## config.mk

```make
export PLATFORM = sky130hd
export DESIGN_NAME = seq_multiplier_flat
export DESIGN_NICKNAME = d
export VERILOG_FILES = /design/src/rtl/seq_multiplier_pkg.sv /design/src/rtl/seq_multiplier_if.sv /design/src/rtl/seq_multiplier.sv /design/src/flat_wrapper.sv
export SDC_FILE = /design/constraint.sdc
export NUM_CORES = 1
export LEC_CHECK = 0
export BUFFER_PORTS_ARGS = -buffer_cell sky130_fd_sc_hd__clkbuf_2
export CORE_UTILIZATION = 55
export CTS_CLUSTER_DIAMETER = 40
export CTS_CLUSTER_SIZE = 40
export DETAILED_ROUTE_END_ITERATION = 8
export PLACE_DENSITY = 0.76
export SLEW_MARGIN = 0
export SYNTH_ARGS = -nofsm -noshare
export SYNTH_HDL_FRONTEND = slang
export SYNTH_SLANG_ARGS = --single-unit
```

## constraint.sdc

```tcl
create_clock -name clk -period 6.1 [get_ports clk]
set_input_delay 0 -clock clk [delete_from_list [all_inputs] [get_ports clk]]
set_output_delay 0 -clock clk [all_outputs]
set_load 0.05 [all_outputs]
```

## src/rtl/seq_multiplier_pkg.sv

```systemverilog
// Shared constants and state encoding for the sequential multiplier.
// DEFAULT_WIDTH is the same operand width the divider uses.
package seq_multiplier_pkg;

    localparam int unsigned DEFAULT_WIDTH = 7;

    typedef enum logic [1:0] {
        StIdle = 2'd0,
        StRun  = 2'd1,
        StDone = 2'd2
    } state_t;

endpackage

```

## src/rtl/seq_multiplier_if.sv

```systemverilog
// Request/result bundle for seq_multiplier. The master issues operands, and the
// slave (the multiplier) returns busy, done, the product and the overflow flag.
interface seq_multiplier_if
    import seq_multiplier_pkg::*;
#(
    parameter int unsigned WIDTH = DEFAULT_WIDTH
);
    logic               start;
    logic [WIDTH-1:0]   A;
    logic [WIDTH-1:0]   B;
    logic               busy;
    logic               done;
    logic [2*WIDTH-1:0] Res;
    logic               ovf;

    modport master (output start, A, B, input busy, done, Res, ovf);
    modport slave  (input start, A, B, output busy, done, Res, ovf);
endinterface

```

## src/rtl/seq_multiplier.sv

```systemverilog
// Shift-and-add unsigned multiplier: one multiplier bit per clock, WIDTH RUN cycles,
// then a one-cycle done pulse with the registered product and truncation overflow.
module seq_multiplier
    import seq_multiplier_pkg::*;
#(
    parameter int unsigned WIDTH = DEFAULT_WIDTH
) (
    input logic             clk,
    input logic             rst,
    seq_multiplier_if.slave bus
);
    localparam int unsigned CntW = $clog2(WIDTH + 1);
    localparam logic [CntW-1:0] LastCnt = CntW'(WIDTH - 1);

    state_t               state;
    logic [2*WIDTH-1:0]   acc;
    logic [2*WIDTH-1:0]   mcand;
    logic [WIDTH-1:0]     mplier;
    logic [CntW-1:0]      cnt;
    logic                 busy_q;
    logic                 done_q;
    logic [2*WIDTH-1:0]   res_q;
    logic                 ovf_q;
    logic [2*WIDTH-1:0]   acc_nxt;

    // Accumulator value after this cycle's step; also the final product on the last step.
    always_comb begin
        acc_nxt = acc;
        if (mplier[0]) begin
            acc_nxt = acc + mcand;
        end
    end

    always_ff @(posedge clk) begin
        if (rst) begin
            state  <= StIdle;
            acc    <= '0;
            mcand  <= '0;
            mplier <= '0;
            cnt    <= '0;
            busy_q <= 1'b0;
            done_q <= 1'b0;
            res_q  <= '0;
            ovf_q  <= 1'b0;
        end else begin
            done_q <= 1'b0;
            unique case (state)
                StIdle: begin
                    if (bus.start) begin
                        mcand  <= {{WIDTH{1'b0}}, bus.A};
                        mplier <= bus.B;
                        acc    <= '0;
                        cnt    <= '0;
                        busy_q <= 1'b1;
                        state  <= StRun;
                    end
                end
                StRun: begin
                    acc    <= acc_nxt;
                    mcand  <= mcand << 1;
                    mplier <= mplier >> 1;
                    cnt    <= cnt + 1'b1;
                    if (cnt == LastCnt) begin
                        res_q  <= acc_nxt;
                        ovf_q  <= |acc_nxt[2*WIDTH-1:WIDTH];
                        done_q <= 1'b1;
                        state  <= StDone;
                    end
                end
                StDone: begin
                    busy_q <= 1'b0;
                    state  <= StIdle;
                end
                default: begin
                    busy_q <= 1'b0;
                    state  <= StIdle;
                end
            endcase
        end
    end

    assign bus.busy = busy_q;
    assign bus.done = done_q;
    assign bus.Res  = res_q;
    assign bus.ovf  = ovf_q;

endmodule
```

## src/flat_wrapper.sv

```systemverilog
// flat-port wrapper written by rule: the top's interface ports become plain ports
module seq_multiplier_flat import seq_multiplier_pkg::*;
#(
    parameter int unsigned WIDTH = DEFAULT_WIDTH
)
  (clk, rst, bus_start, bus_A, bus_B, bus_busy, bus_done, bus_Res, bus_ovf);
  seq_multiplier_if #(.WIDTH(WIDTH)) bus_i ();
  input logic clk;
  input logic rst;
  input wire logic [$bits(bus_i.start)-1:0] bus_start;
  input wire logic [$bits(bus_i.A)-1:0] bus_A;
  input wire logic [$bits(bus_i.B)-1:0] bus_B;
  output wire logic [$bits(bus_i.busy)-1:0] bus_busy;
  output wire logic [$bits(bus_i.done)-1:0] bus_done;
  output wire logic [$bits(bus_i.Res)-1:0] bus_Res;
  output wire logic [$bits(bus_i.ovf)-1:0] bus_ovf;
  assign bus_i.start = bus_start;
  assign bus_i.A = bus_A;
  assign bus_i.B = bus_B;
  assign bus_busy = bus_i.busy;
  assign bus_done = bus_i.done;
  assign bus_Res = bus_i.Res;
  assign bus_ovf = bus_i.ovf;
  seq_multiplier #(.WIDTH(WIDTH)) u_core (.clk(clk), .rst(rst), .bus(bus_i));
endmodule
```

==> impl_metrics.py <==
metrics = {
    "route": {
        "drtIter0Drc": 149,
        "vias": 2671,
        "drt-total-wl_um": 6840,
        "route.detailed.drc": 0,
        "drt-wirelength-per-cell_um": 14.8,
        "via_per_inst": 5.77,
        "drt_pre_antenna_iters": 4,
        "drtAntennaViolNets": 0,
    },
    "setup_path": {
        "cpMaxStageDelayCell": "dfxtp_1",
        "cp.required_ps": 6320,
        "worst-path-buf-inv": 2,
        "r2r-start": "u_core.state[0]",
        "path_delay_family": "simple AND/OR/NAND/NOR gates",
        "arrival_ps": 3110,
        "cp-start-kind": "flop",
        "critPathCaptureType": "flop",
        "ff2ff_path_depth": 7,
        "reg2reg_setup_slack_ps": 3210,
        "crit_start": "u_core.state[0]",
        "r2r_end": "u_core.bus.ovf",
        "path_max_fanout": 22,
        "slowest_delay_ps": 730,
        "criticalPathCategory": "flop to flop",
        "crit_chain": "inv_1 > nor2_1 > buf_4 > and3_1 > nand2_1 > mux2i_1 > a41oi_2",
    },
    "sta": {
        "max_clock_freq_mhz": 346,
        "timing.slew.headroom_pct": 41.1,
        "hold_viol_final": 0,
        "hold_ws_ps": 35.3,
        "finalSetupViolCount": 0,
        "setup-tns-final_ps": 0,
        "finalClockSkew_ps": 10.4,
        "fin_crit_ps": 2890,
        "rsz0062_at_grt": "no",
        "fin_crit_sh_pct": 47.4,
        "final_max_slew_viol_count": 0,
        "worst_pin_slew_ps": 882,
    },
    "clocking": {
        "cts_sinks": 57,
        "cts_buffer_depth": 2,
        "clk_latency_ps": 350,
        "h-tree-depth": 3,
        "cts-root-buf": "clkbuf_8",
        "cts_resized": 0,
        "cts_buffers": 9,
        "clk_pin_slew_ps": 70,
        "postCtsHoldBufs": 0,
        "post_cts_buffers": 0,
        "cts_tree": "done",
    },
    "final_layout": {
        "area_growth_pct": 12.4,
        "antenna_cells": 0,
        "layout-drive-gt1-share_pct": 17.6,
        "nets": 421,
    },
    "floorplan": {
        "start_util_pct": 58.4,
        "coreArea_um2": 5240,
        "dieArea_um2": 5870,
        "die_h_um": 76.6,
        "ios": 34,
        "die_width_um": 76.6,
        "rows": 26,
    },
    "yosys": {
        "synth_cells": 366,
        "synth_cell_types": 56,
        "seq_area_frac_synth_pct": 37.3,
        "synthFlopType": "dfxtp_1",
        "syn_avg_cell_area_um2": 8.36,
        "synth_edf_count": 0,
        "syn_nets": 399,
        "ys_async_sr_fraction_pct": 0,
        "ys_ff_latch": 57,
        "syn-cell-area_um2": 3060,
        "synth_warnings": 0,
    },
    "grt": {
        "grt.total_usage_pct": 24.7,
        "grt_pass1_vias": 2446,
        "grt-ovfl-total": 0,
        "grt_max_degree": 58,
        "grt_pass1_wl_um": 11400,
        "antenna_found_initial": 0,
    },
    "min_path": {
        "hp-start": "bus_B[6]",
        "hold_path_class": "input pin to flop",
        "hold_depth": 4,
        "min_to": "u_core.mplier[6]",
    },
    "placement": {
        "port_buffers": 33,
        "dp_hpwl_um": 4630,
        "gp_congestion": 0.823,
    },
    "power": {
        "p_leak_nw": 1.45,
        "power_density_nw_per_um2": 242,
        "ir_worst_vdd_mv": 0.177,
    },
    "run": {
        "cap_violations": 0,
    },
    "status": {
        "outcome": "complete, no violations",
    },
}
## area by class of cell
class / count / area (um2)
Multi-Input combinational cell: 277 / 1800
Fill cell: 460 / 1800
Sequential cell: 57 / 1140
Timing Repair Buffer: 35 / 180
Clock buffer: 9 / 124
Tap cell: 70 / 87.6
Clock inverter: 7 / 78.8
Inverter: 8 / 30.0
## power by group
part	switching (mW)	internal, mW	leakage (nW)
clock network	0.162	0.192	0.104
logic	0.0492	0.0337	0.878
registers	0.0139	0.383	0.463
## flip-flops by register name, indices dropped and copies added (netlist names)
| name | flops |
|---|---|
| u_core.acc | 14 |
| u_core.bus.Res | 14 |
| u_core.bus.busy | 1 |
| u_core.bus.done | 1 |
| u_core.bus.ovf | 1 |
| u_core.cnt | 3 |
| u_core.mcand | 14 |
| u_core.mplier | 7 |
| u_core.state | 2 |
## cell usage after synthesis (2+ instances only)
library cell   n  share of area (%)
a21oi_1       16                2.6
nand2_1       20                2.5
mux2_2         5                1.8
o21a_1         3               0.74
nor2_1        87                 11
inv_1          8               0.98
nor3_1        20                3.3
dfxtp_1       57                 37
a21o_1         3               0.74
nand4_1        2               0.41
a32oi_1        2               0.57
o211ai_1       2               0.49
a2bb2oi_1     11                3.1
and4_1         2               0.57
xnor2_1        6                1.7
nor2b_1        2               0.41
nand3_1        6               0.98
a22oi_1       21                5.2
buf_1          2               0.25
and2_1         2               0.41
clkbuf_1      22                2.7
o21bai_1       2               0.49
a211oi_1       8                2.0
o21ai_0        5               0.82
mux2i_1        4                1.3
nand2b_1       4               0.82
ha_1          15                6.1
## per-layer routing
| layer | wire length [um] | vias up | GRT usage, % |
|---|---|---|---|
| met5 | 0 | - | 0 |
| met4 | 136 | 0 | 13.3 |
| met3 | 319 | 14 | 4.91 |
| met2 | 3230 | 67 | 39.9 |
| met1 | 3150 | 1232 | 30.8 |
| li1 | - | 1358 | - |
## stage by stage
step	instances	utilization (%)	power, mW	worst slack [ps]	cell area [um2]
after CTS	463	65.7	0.841	3220	3440
after floorplan	366	-	0.466	3830	3060
after global routing	463	65.7	0.870	2970	3440
after detailed placement	447	61.8	0.487	3240	3240
final	463	65.7	0.833	3210	3440
after global placement	447	61.8	0.486	3340	3240
## placed cells by master, fill, tap and decap left out, types with 2 or more instances in the layout
cell	count
nor2_1	87
dfxtp_1	57
clkbuf_2	33
a22oi_1	21
nor3_1	20
nand2_1	20
a21oi_1	16
ha_1	15
a2bb2oi_1	11
clkbuf_8	9
inv_1	8
a211oi_1	8
xnor2_1	6
nand3_1	6
o21ai_0	5
mux2_2	5
mux2i_1	4
nand2b_1	4
clkinv_4	4
o21a_1	3
a21o_1	3
nor2b_1	2
o211ai_1	2
and4_1	2
o21bai_1	2
a32oi_1	2
and2_1	2
nand4_1	2
buf_4	2
## worst register-to-register path, stage by stage (launching register included)
cell	delay [ps]
dfxtp_1	730
inv_1	380
nor2_1	170
buf_4	260
and3_1	680
nand2_1	120
mux2i_1	290
a41oi_2	150
## cell families (layout without fill, tap and decap cells)
| kind of cell | count (synthesis) | in the layout | synth area share (%) |
|---|---|---|---|
| mux | 11 | 11 | 4.37 |
| flops | 57 | 57 | 37.3 |
| buf+inv | 32 | 59 | 3.92 |
| compound gates | 90 | 90 | 23.2 |
| xor+xnor | 6 | 6 | 1.72 |
| fa+ha+maj | 16 | 16 | 6.79 |
| simple gates | 154 | 154 | 22.7 |
## worst max path at each step
stage                     end  cells after the start
6_report       u_core.bus.ovf                      7
5_1_grt        u_core.bus.ovf                      7
4_1_cts        u_core.bus.ovf                      7
3_5_place_dp   u_core.bus.ovf                      7
3_3_place_gp   u_core.bus.ovf                      7
2_1_floorplan  u_core.bus.ovf                      8
(Power assumes the default switching activity.)
